===== src/rtl/lsu_mem.sv =====
// Load/store stage between the EX/LS and LS/WB pipeline registers: issues one
// word-aligned memory request per load/store, aligns load data and stalls EX until done.
module lsu_mem #(
    parameter int DATA_LEN = 32
) (
    input  logic                clk,
    input  logic                rst_n,
    input  logic                EX_LS_reg_execute_valid,
    input  logic [DATA_LEN-1:0] EX_LS_reg_dest_data,
    input  logic [DATA_LEN-1:0] EX_LS_reg_addr_load,
    input  logic [DATA_LEN-1:0] EX_LS_reg_store_data,
    input  logic [4:0]          EX_LS_reg_rd,
    input  logic                EX_LS_reg_dest_wen,
    input  logic [4:0]          EX_LS_reg_load_sign,
    input  logic [3:0]          EX_LS_reg_store_sign,
    input  logic                EX_LS_reg_unusual_flag,
    output logic                EX_reg_execute_enable,
    output logic                mem_req_valid,
    input  logic                mem_req_ready,
    output logic [DATA_LEN-1:0] mem_req_addr,
    output logic                mem_req_wen,
    output logic [DATA_LEN-1:0] mem_req_wdata,
    output logic [3:0]          mem_req_wmask,
    input  logic                mem_resp_valid,
    input  logic [DATA_LEN-1:0] mem_resp_rdata,
    output logic                LS_WB_reg_ls_valid,
    output logic [DATA_LEN-1:0] LS_WB_reg_dest_data,
    output logic [4:0]          LS_WB_reg_rd,
    output logic                LS_WB_reg_dest_wen,
    output logic                LS_WB_reg_misalign
);

    typedef enum logic [1:0] {IDLE, REQ, WAIT} state_t;

    state_t              state, state_nxt;
    logic                is_load, is_store, is_half, is_word;
    logic                mem_op, misaligned, issue;
    logic [DATA_LEN-1:0] lane, load_data, wb_data;
    logic                wb_wen;
    logic                unused_store_sign;

    assign unused_store_sign = EX_LS_reg_store_sign[3];

    assign is_load    = |EX_LS_reg_load_sign;
    assign is_store   = |EX_LS_reg_store_sign[2:0];
    assign is_half    = EX_LS_reg_load_sign[2] | EX_LS_reg_load_sign[3] | EX_LS_reg_store_sign[1];
    assign is_word    = EX_LS_reg_load_sign[4] | EX_LS_reg_store_sign[2];
    assign mem_op     = EX_LS_reg_execute_valid & ~EX_LS_reg_unusual_flag & (is_load | is_store);
    assign misaligned = mem_op & ((is_half & EX_LS_reg_addr_load[0]) |
                                  (is_word & |EX_LS_reg_addr_load[1:0]));
    assign issue      = mem_op & ~misaligned;

    // NOTE: sequential state uses non-blocking assignments so every flop samples pre-edge values.
    always_ff @(posedge clk or negedge rst_n) begin
        if (!rst_n) state <= IDLE;
        else        state <= state_nxt;
    end

    // NOTE: outputs get defaults before the case so no path can infer a latch.
    always_comb begin
        state_nxt             = state;
        mem_req_valid         = 1'b0;
        EX_reg_execute_enable = 1'b0;
        case (state)
            IDLE: begin
                EX_reg_execute_enable = ~issue;
                if (issue) state_nxt = REQ;
            end
            REQ: begin
                mem_req_valid = 1'b1;
                if (mem_req_ready) state_nxt = WAIT;
            end
            WAIT: begin
                if (mem_resp_valid) begin
                    EX_reg_execute_enable = 1'b1;
                    state_nxt             = IDLE;
                end
            end
            default: state_nxt = IDLE;
        endcase
    end

    // Request fields come straight from EX/LS, which is frozen while the enable is low.
    assign mem_req_addr = {EX_LS_reg_addr_load[DATA_LEN-1:2], 2'b00};
    assign mem_req_wen  = is_store;

    always_comb begin
        mem_req_wmask = 4'b1111;
        mem_req_wdata = EX_LS_reg_store_data;
        if (EX_LS_reg_store_sign[0]) begin
            mem_req_wmask = 4'b0001 << EX_LS_reg_addr_load[1:0];
            mem_req_wdata = {(DATA_LEN/8){EX_LS_reg_store_data[7:0]}};
        end else if (EX_LS_reg_store_sign[1]) begin
            mem_req_wmask = 4'b0011 << EX_LS_reg_addr_load[1:0];
            mem_req_wdata = {(DATA_LEN/16){EX_LS_reg_store_data[15:0]}};
        end
    end

    assign lane = mem_resp_rdata >> {EX_LS_reg_addr_load[1:0], 3'b000};

    always_comb begin
        load_data = lane;
        if (EX_LS_reg_load_sign[0])      load_data = {{(DATA_LEN-8){lane[7]}}, lane[7:0]};
        else if (EX_LS_reg_load_sign[1]) load_data = {{(DATA_LEN-8){1'b0}}, lane[7:0]};
        else if (EX_LS_reg_load_sign[2]) load_data = {{(DATA_LEN-16){lane[15]}}, lane[15:0]};
        else if (EX_LS_reg_load_sign[3]) load_data = {{(DATA_LEN-16){1'b0}}, lane[15:0]};
    end

    // Only aligned loads write back a register among memory ops; traps never do.
    always_comb begin
        wb_data = EX_LS_reg_dest_data;
        wb_wen  = EX_LS_reg_execute_valid & EX_LS_reg_dest_wen & ~EX_LS_reg_unusual_flag;
        if (mem_op) begin
            wb_wen = 1'b0;
            if (is_load && !misaligned) begin
                wb_data = load_data;
                wb_wen  = EX_LS_reg_dest_wen;
            end
        end
    end

    always_ff @(posedge clk or negedge rst_n) begin
        if (!rst_n) begin
            LS_WB_reg_ls_valid  <= 1'b0;
            LS_WB_reg_dest_data <= '0;
            LS_WB_reg_rd        <= '0;
            LS_WB_reg_dest_wen  <= 1'b0;
            LS_WB_reg_misalign  <= 1'b0;
        end else if (EX_reg_execute_enable) begin
            LS_WB_reg_ls_valid  <= EX_LS_reg_execute_valid;
            LS_WB_reg_dest_data <= wb_data;
            LS_WB_reg_rd        <= EX_LS_reg_rd;
            LS_WB_reg_dest_wen  <= wb_wen;
            LS_WB_reg_misalign  <= misaligned;
        end
    end

endmodule

===== config.mk =====
export PLATFORM = sky130hd
export DESIGN_NAME = lsu_mem
export DESIGN_NICKNAME = d
export VERILOG_FILES = /design/src/rtl/lsu_mem.sv
export SDC_FILE = /design/constraint.sdc
export NUM_CORES = 1
export LEC_CHECK = 0
export BUFFER_PORTS_ARGS = -buffer_cell sky130_fd_sc_hd__buf_2
export CAP_MARGIN = 20
export CORE_AREA = 3 3 98 100
export DETAILED_ROUTE_END_ITERATION = 10
export DIE_AREA = 0 0 101 103
export HOLD_SLACK_MARGIN = 0.12
export PLACE_DENSITY_LB_ADDON = 0.1
export SYNTH_ARGS = -nofsm -noshare
export SYNTH_HDL_FRONTEND = slang
export SYNTH_SLANG_ARGS = --single-unit

===== constraint.sdc =====
create_clock -name clk -period 2.6 [get_ports clk]
set_input_delay 0.39 -clock clk [delete_from_list [all_inputs] [get_ports clk]]
set_output_delay 0.39 -clock clk [all_outputs]
set_load 0.01 [all_outputs]

==> out/qor_table.md <==
| Parameter | Value |
|---|---|
| Area share of fa/ha/maj cells after synthesis | 1.466% |
| Final hold vios | 0 |
| Via/cell ratio | 5.047 |
| Main flop type after synthesis | sky130_fd_sc_hd__dfrtp_1 |
| Achievable clock frequency | 0.4884 GHz |
| Maximum clock path buffer count | 2 |
| Type of the worst setup path | input pin to output port |
| Startpoint of the most critical register-to-register path | state[1] |
| Total cell area at the placement stage | 0.004183 mm2 |
| Main combinational cell family by area after synthesis | compound AO/OA/AOI/OAI gates |
| Worst Hold Class | input pin to asynchronous set/reset pin |
| Detailed-route DRC error count | 0 |
| Met3 demand-to-capacity share in global routing | 6.022% |
| Post-synthesis sequential element count | 42 |
| Multiplexer area fraction after synthesis | 15.43% |
| Clock net sink count | 42 |
| RePlAce Congestion | 0.8153 |
| Count of instances resized after the clock tree is built | 0 |
| CP required | 2210 ps |
| Number of failing setup endpoints in the final timing report | 0 |
| Row cnt | 34 |
| Average wire per cell in the routed design | 16.70 um |
| Via count of the first global-routing pass | 3268 |
| Clock tree from TritonCTS | done |
| Number of hold buffers added after CTS | 0 |
| Die width | 101 um |
| Netlist area before placement | 0.003413 mm2 |
| Number of nets in the layout | 721 |
| CP max stage delay | 380 ps |
| Antenna diodes | 0 |
| Total Wirelength | 11310 um |
| Switching part of the total | 34.66% |
| Internal Dissipation | 1.346 mW |
| Avg Synthesized Cell Area | 8.146 um2 |
| Period utilisation layout | 78.75% |
| Pin count of the biggest net entering global routing | 43 |
| Source of the critical timing path | EX_LS_reg_addr_load[0] |
| Insertion delay to the later sink of the worst-skew pair | 300 ps |
| Unique masters post-synth | 42 |
| Initial antenna violation count | 1 |
| Time the final worst path needs with I/O delays and setup | 2047 ps |
| Number of slew-limit violations in the final report | 0 |
| GR Util All Layers | 20.48% |
| Warnings, synthesis | 0 |
| Worst slew margin relative to its limit | 30.49% |
| Clock root buffer master | sky130_fd_sc_hd__clkbuf_8 |
| Starting density of the core | 38.95% |
| Sequential element share of the synthesized area | 30.79% |
| Area added between synthesis and finish | 25.84% |
| RSZ-0062 raised after global routing | no |
| Total number of vias | 3417 |
| Global Route met1 Usage | 23.82% |
| Setup skew after layout | 8.839 ps |
| Kind of end point of the critical path | output port |
| Detail Route Antenna Nets | 0 |
| Share of total power in sequential cells | 38.8% |
| Simple-gate share of the synthesized area | 12.72% |
| Highest net fanout along the worst path | 7 |
| Setup tns final | 0 ps |
| Reg2Reg Setup Slack | 990 ps |
| Mapped Cells | 419 |
| Reg-to-reg endpoint | LS_WB_reg_dest_data[23] |
| Remaining global-route overflow | 0 |
| Most frequent cell on the critical path | sky130_fd_sc_hd__buf_2 |
| Number of CTS-inserted buffers | 5 |
| Iteration-0 DRC Markers | 105 |
| Max cap viols | 0 |
| Pwr Total | 2.060 mW |
| Startpoint type of the worst setup path | input pin |
| Design Area, Final | 0.004295 mm2 |
| Std-Cell Core Area | 0.008763 mm2 |
| Detailed Routing Iterations Pass 1 | 4 |
| First-pass GRT wire length | 16810 um |
| Number of enable-type register cells in the synthesized netlist | 0 |
| Net switching component of the power | 0.7139 mW |
| PD cells | 479.5 mW/mm2 |
| Area of the die | 0.01040 mm2 |
| Die extent in y | 103 um |
| Run status | completed |
| Global Route met2 Usage | 36.66% |
| Input/output buffers | 196 |
| Synthesized-area fraction occupied by ao, oa, aoi and oai cells | 24.34% |
| Register-to-Register Path Depth | 6 |
| Number of levels the H-tree was split into | 2 |
| Clock transition time at the flip-flop clock pins of the worst setup and hold paths | 90 ps |
| IR drop worst, VDD | 0.1961 mV |
| Fraction of synthesized cell area in xor and xnor cells | 0% |
| Clock power share | 26.6% |
| Count of fill cells added during filler insertion | 900 |
| Fraction of registers with async set/reset | 100.0% |
| Detailed placer's ending HPWL | 9146 um |
| Number of top-level pins | 260 |
| Layout cell share with drive strength beyond 1 | 42.88% |
| List of cells traversed by the critical path | buf_2 -> inv_1 -> ha_1 -> o22ai_2 -> o31ai_4 -> inv_2 -> buf_2 |
| Cell at the slowest stage of the critical path | sky130_fd_sc_hd__o22ai_2 |
| Arrival @ worst endpoint | 1660 ps |
| Busiest layer in global routing | met2 |
| Combinational Power Share | 34.5% |
| Slew at the pin closest to its max-slew limit | 1035 ps |
| Post-CTS Setup Bufs | 0 |
| Static Leakage | 2.168 nW |
## metal layers
metal / share of wire, % / vias to the layer above
met3: 8.8 / 19
met4: 1.8 / 2
met5: 0.11 / -
met2: 51 / 144
met1: 39 / 1560
li1: - / 1692
## metrics by stage
step	worst slack (ps)	std cells	hold WS, ps	utilization, %
finish	552.5	677	237.9	49.01
global placement	408.2	669	450.8	47.73
detailed placement	397.2	669	457.3	47.73
CTS	531.9	677	266.5	49.01
floorplan	466.4	420	94.41	-
global route	476.8	677	275.6	49.01
## kinds of logic (layout without fill, tap and decap cells)
kind of cell | Yosys count | count (layout)
mux | 49 | 49
other cells | 1 | 2
buf+inv | 84 | 233
simple gates | 99 | 99
fa+ha+maj | 4 | 4
flops | 42 | 42
compound gates | 140 | 140
## cells in the mapped netlist, types with 2 or more instances
| cell type | n | area [um2] |
|---|---|---|
| sky130_fd_sc_hd__nor3_1 | 2 | 10.01 |
| sky130_fd_sc_hd__mux2_2 | 16 | 180.2 |
| sky130_fd_sc_hd__nor2_1 | 8 | 30.03 |
| sky130_fd_sc_hd__a21oi_1 | 20 | 100.1 |
| sky130_fd_sc_hd__o21ai_1 | 53 | 265.3 |
| sky130_fd_sc_hd__nand2_1 | 75 | 281.5 |
| sky130_fd_sc_hd__o21a_1 | 16 | 120.1 |
| sky130_fd_sc_hd__o21ai_0 | 35 | 175.2 |
| sky130_fd_sc_hd__clkbuf_1 | 10 | 37.54 |
| sky130_fd_sc_hd__buf_2 | 8 | 40.04 |
| sky130_fd_sc_hd__nand2b_1 | 2 | 12.51 |
| sky130_fd_sc_hd__buf_4 | 45 | 337.8 |
| sky130_fd_sc_hd__buf_6 | 3 | 33.78 |
| sky130_fd_sc_hd__inv_1 | 16 | 60.06 |
| sky130_fd_sc_hd__nor2b_1 | 3 | 18.77 |
| sky130_fd_sc_hd__mux2i_1 | 31 | 310.3 |
| sky130_fd_sc_hd__dfrtp_1 | 42 | 1051 |
| sky130_fd_sc_hd__a21boi_1 | 4 | 30.03 |
| sky130_fd_sc_hd__ha_1 | 4 | 50.05 |
| sky130_fd_sc_hd__a21boi_0 | 4 | 30.03 |
## worst max-delay path: cells and delay by family
family / cells / cell delay [ps]
adders and majority gates: 1 / 240
AOI/OAI and AO/OA: 2 / 510
buffers and inverters: 4 / 520
## power groups by stage
stage / registers [mW] / logic (mW) / clock network [mW]
after floorplan: 0.861 / 0.395 / 0
after global placement: 0.811 / 0.712 / 0
after detailed placement: 0.815 / 0.720 / 0
after CTS: 0.802 / 0.723 / 0.569
after global routing: 0.813 / 0.786 / 0.594
final: 0.800 / 0.711 / 0.549
## final cells by class
cell class / count / area [um2] / share of cell area [%]
timing repair buffer: 208 / 1084 / 25.23
sequential: 42 / 1051 / 24.47
clock buffer: 5 / 68.82 / 1.602
multi-input combinational: 294 / 1849 / 43.05
inverter: 17 / 63.81 / 1.486
clock inverter: 3 / 43.79 / 1.020
tap: 108 / 135.1 / 3.146
## placed cells by master, fill, tap and decap left out, types with 2 or more instances in the layout
cell type / n
sky130_fd_sc_hd__o21ai_1: 53
sky130_fd_sc_hd__nor2b_1: 3
sky130_fd_sc_hd__a21boi_1: 4
sky130_fd_sc_hd__mux2_2: 16
sky130_fd_sc_hd__mux2i_1: 31
sky130_fd_sc_hd__o21a_1: 16
sky130_fd_sc_hd__o21ai_0: 35
sky130_fd_sc_hd__dfrtp_1: 42
sky130_fd_sc_hd__nor3_1: 2
sky130_fd_sc_hd__nand2_1: 75
sky130_fd_sc_hd__ha_1: 4
sky130_fd_sc_hd__nor2_1: 8
sky130_fd_sc_hd__nand2b_1: 2
sky130_fd_sc_hd__a21boi_0: 4
sky130_fd_sc_hd__buf_4: 11
sky130_fd_sc_hd__buf_2: 196
sky130_fd_sc_hd__conb_1: 2
sky130_fd_sc_hd__clkbuf_8: 5
sky130_fd_sc_hd__inv_1: 16
sky130_fd_sc_hd__a21oi_1: 20
## worst max-delay path by stage
stage,slack (ps),depth (start not counted),endpoint
after floorplan,470,8,EX_reg_execute_enable
after global placement,410,7,LS_WB_reg_dest_data[9]
after detailed placement,400,9,LS_WB_reg_dest_data[23]
after CTS,530,7,EX_reg_execute_enable
after global routing,480,7,EX_reg_execute_enable
final,550,7,EX_reg_execute_enable
## sequential cells by signal (all words and copies together), names as in the netlist
| signal | count |
|---|---|
| LS_WB_reg_rd | 5 |
| LS_WB_reg_misalign | 1 |
| state | 2 |
| LS_WB_reg_ls_valid | 1 |
| LS_WB_reg_dest_data | 32 |
| LS_WB_reg_dest_wen | 1 |
Power figures use the tool's default switching activity.
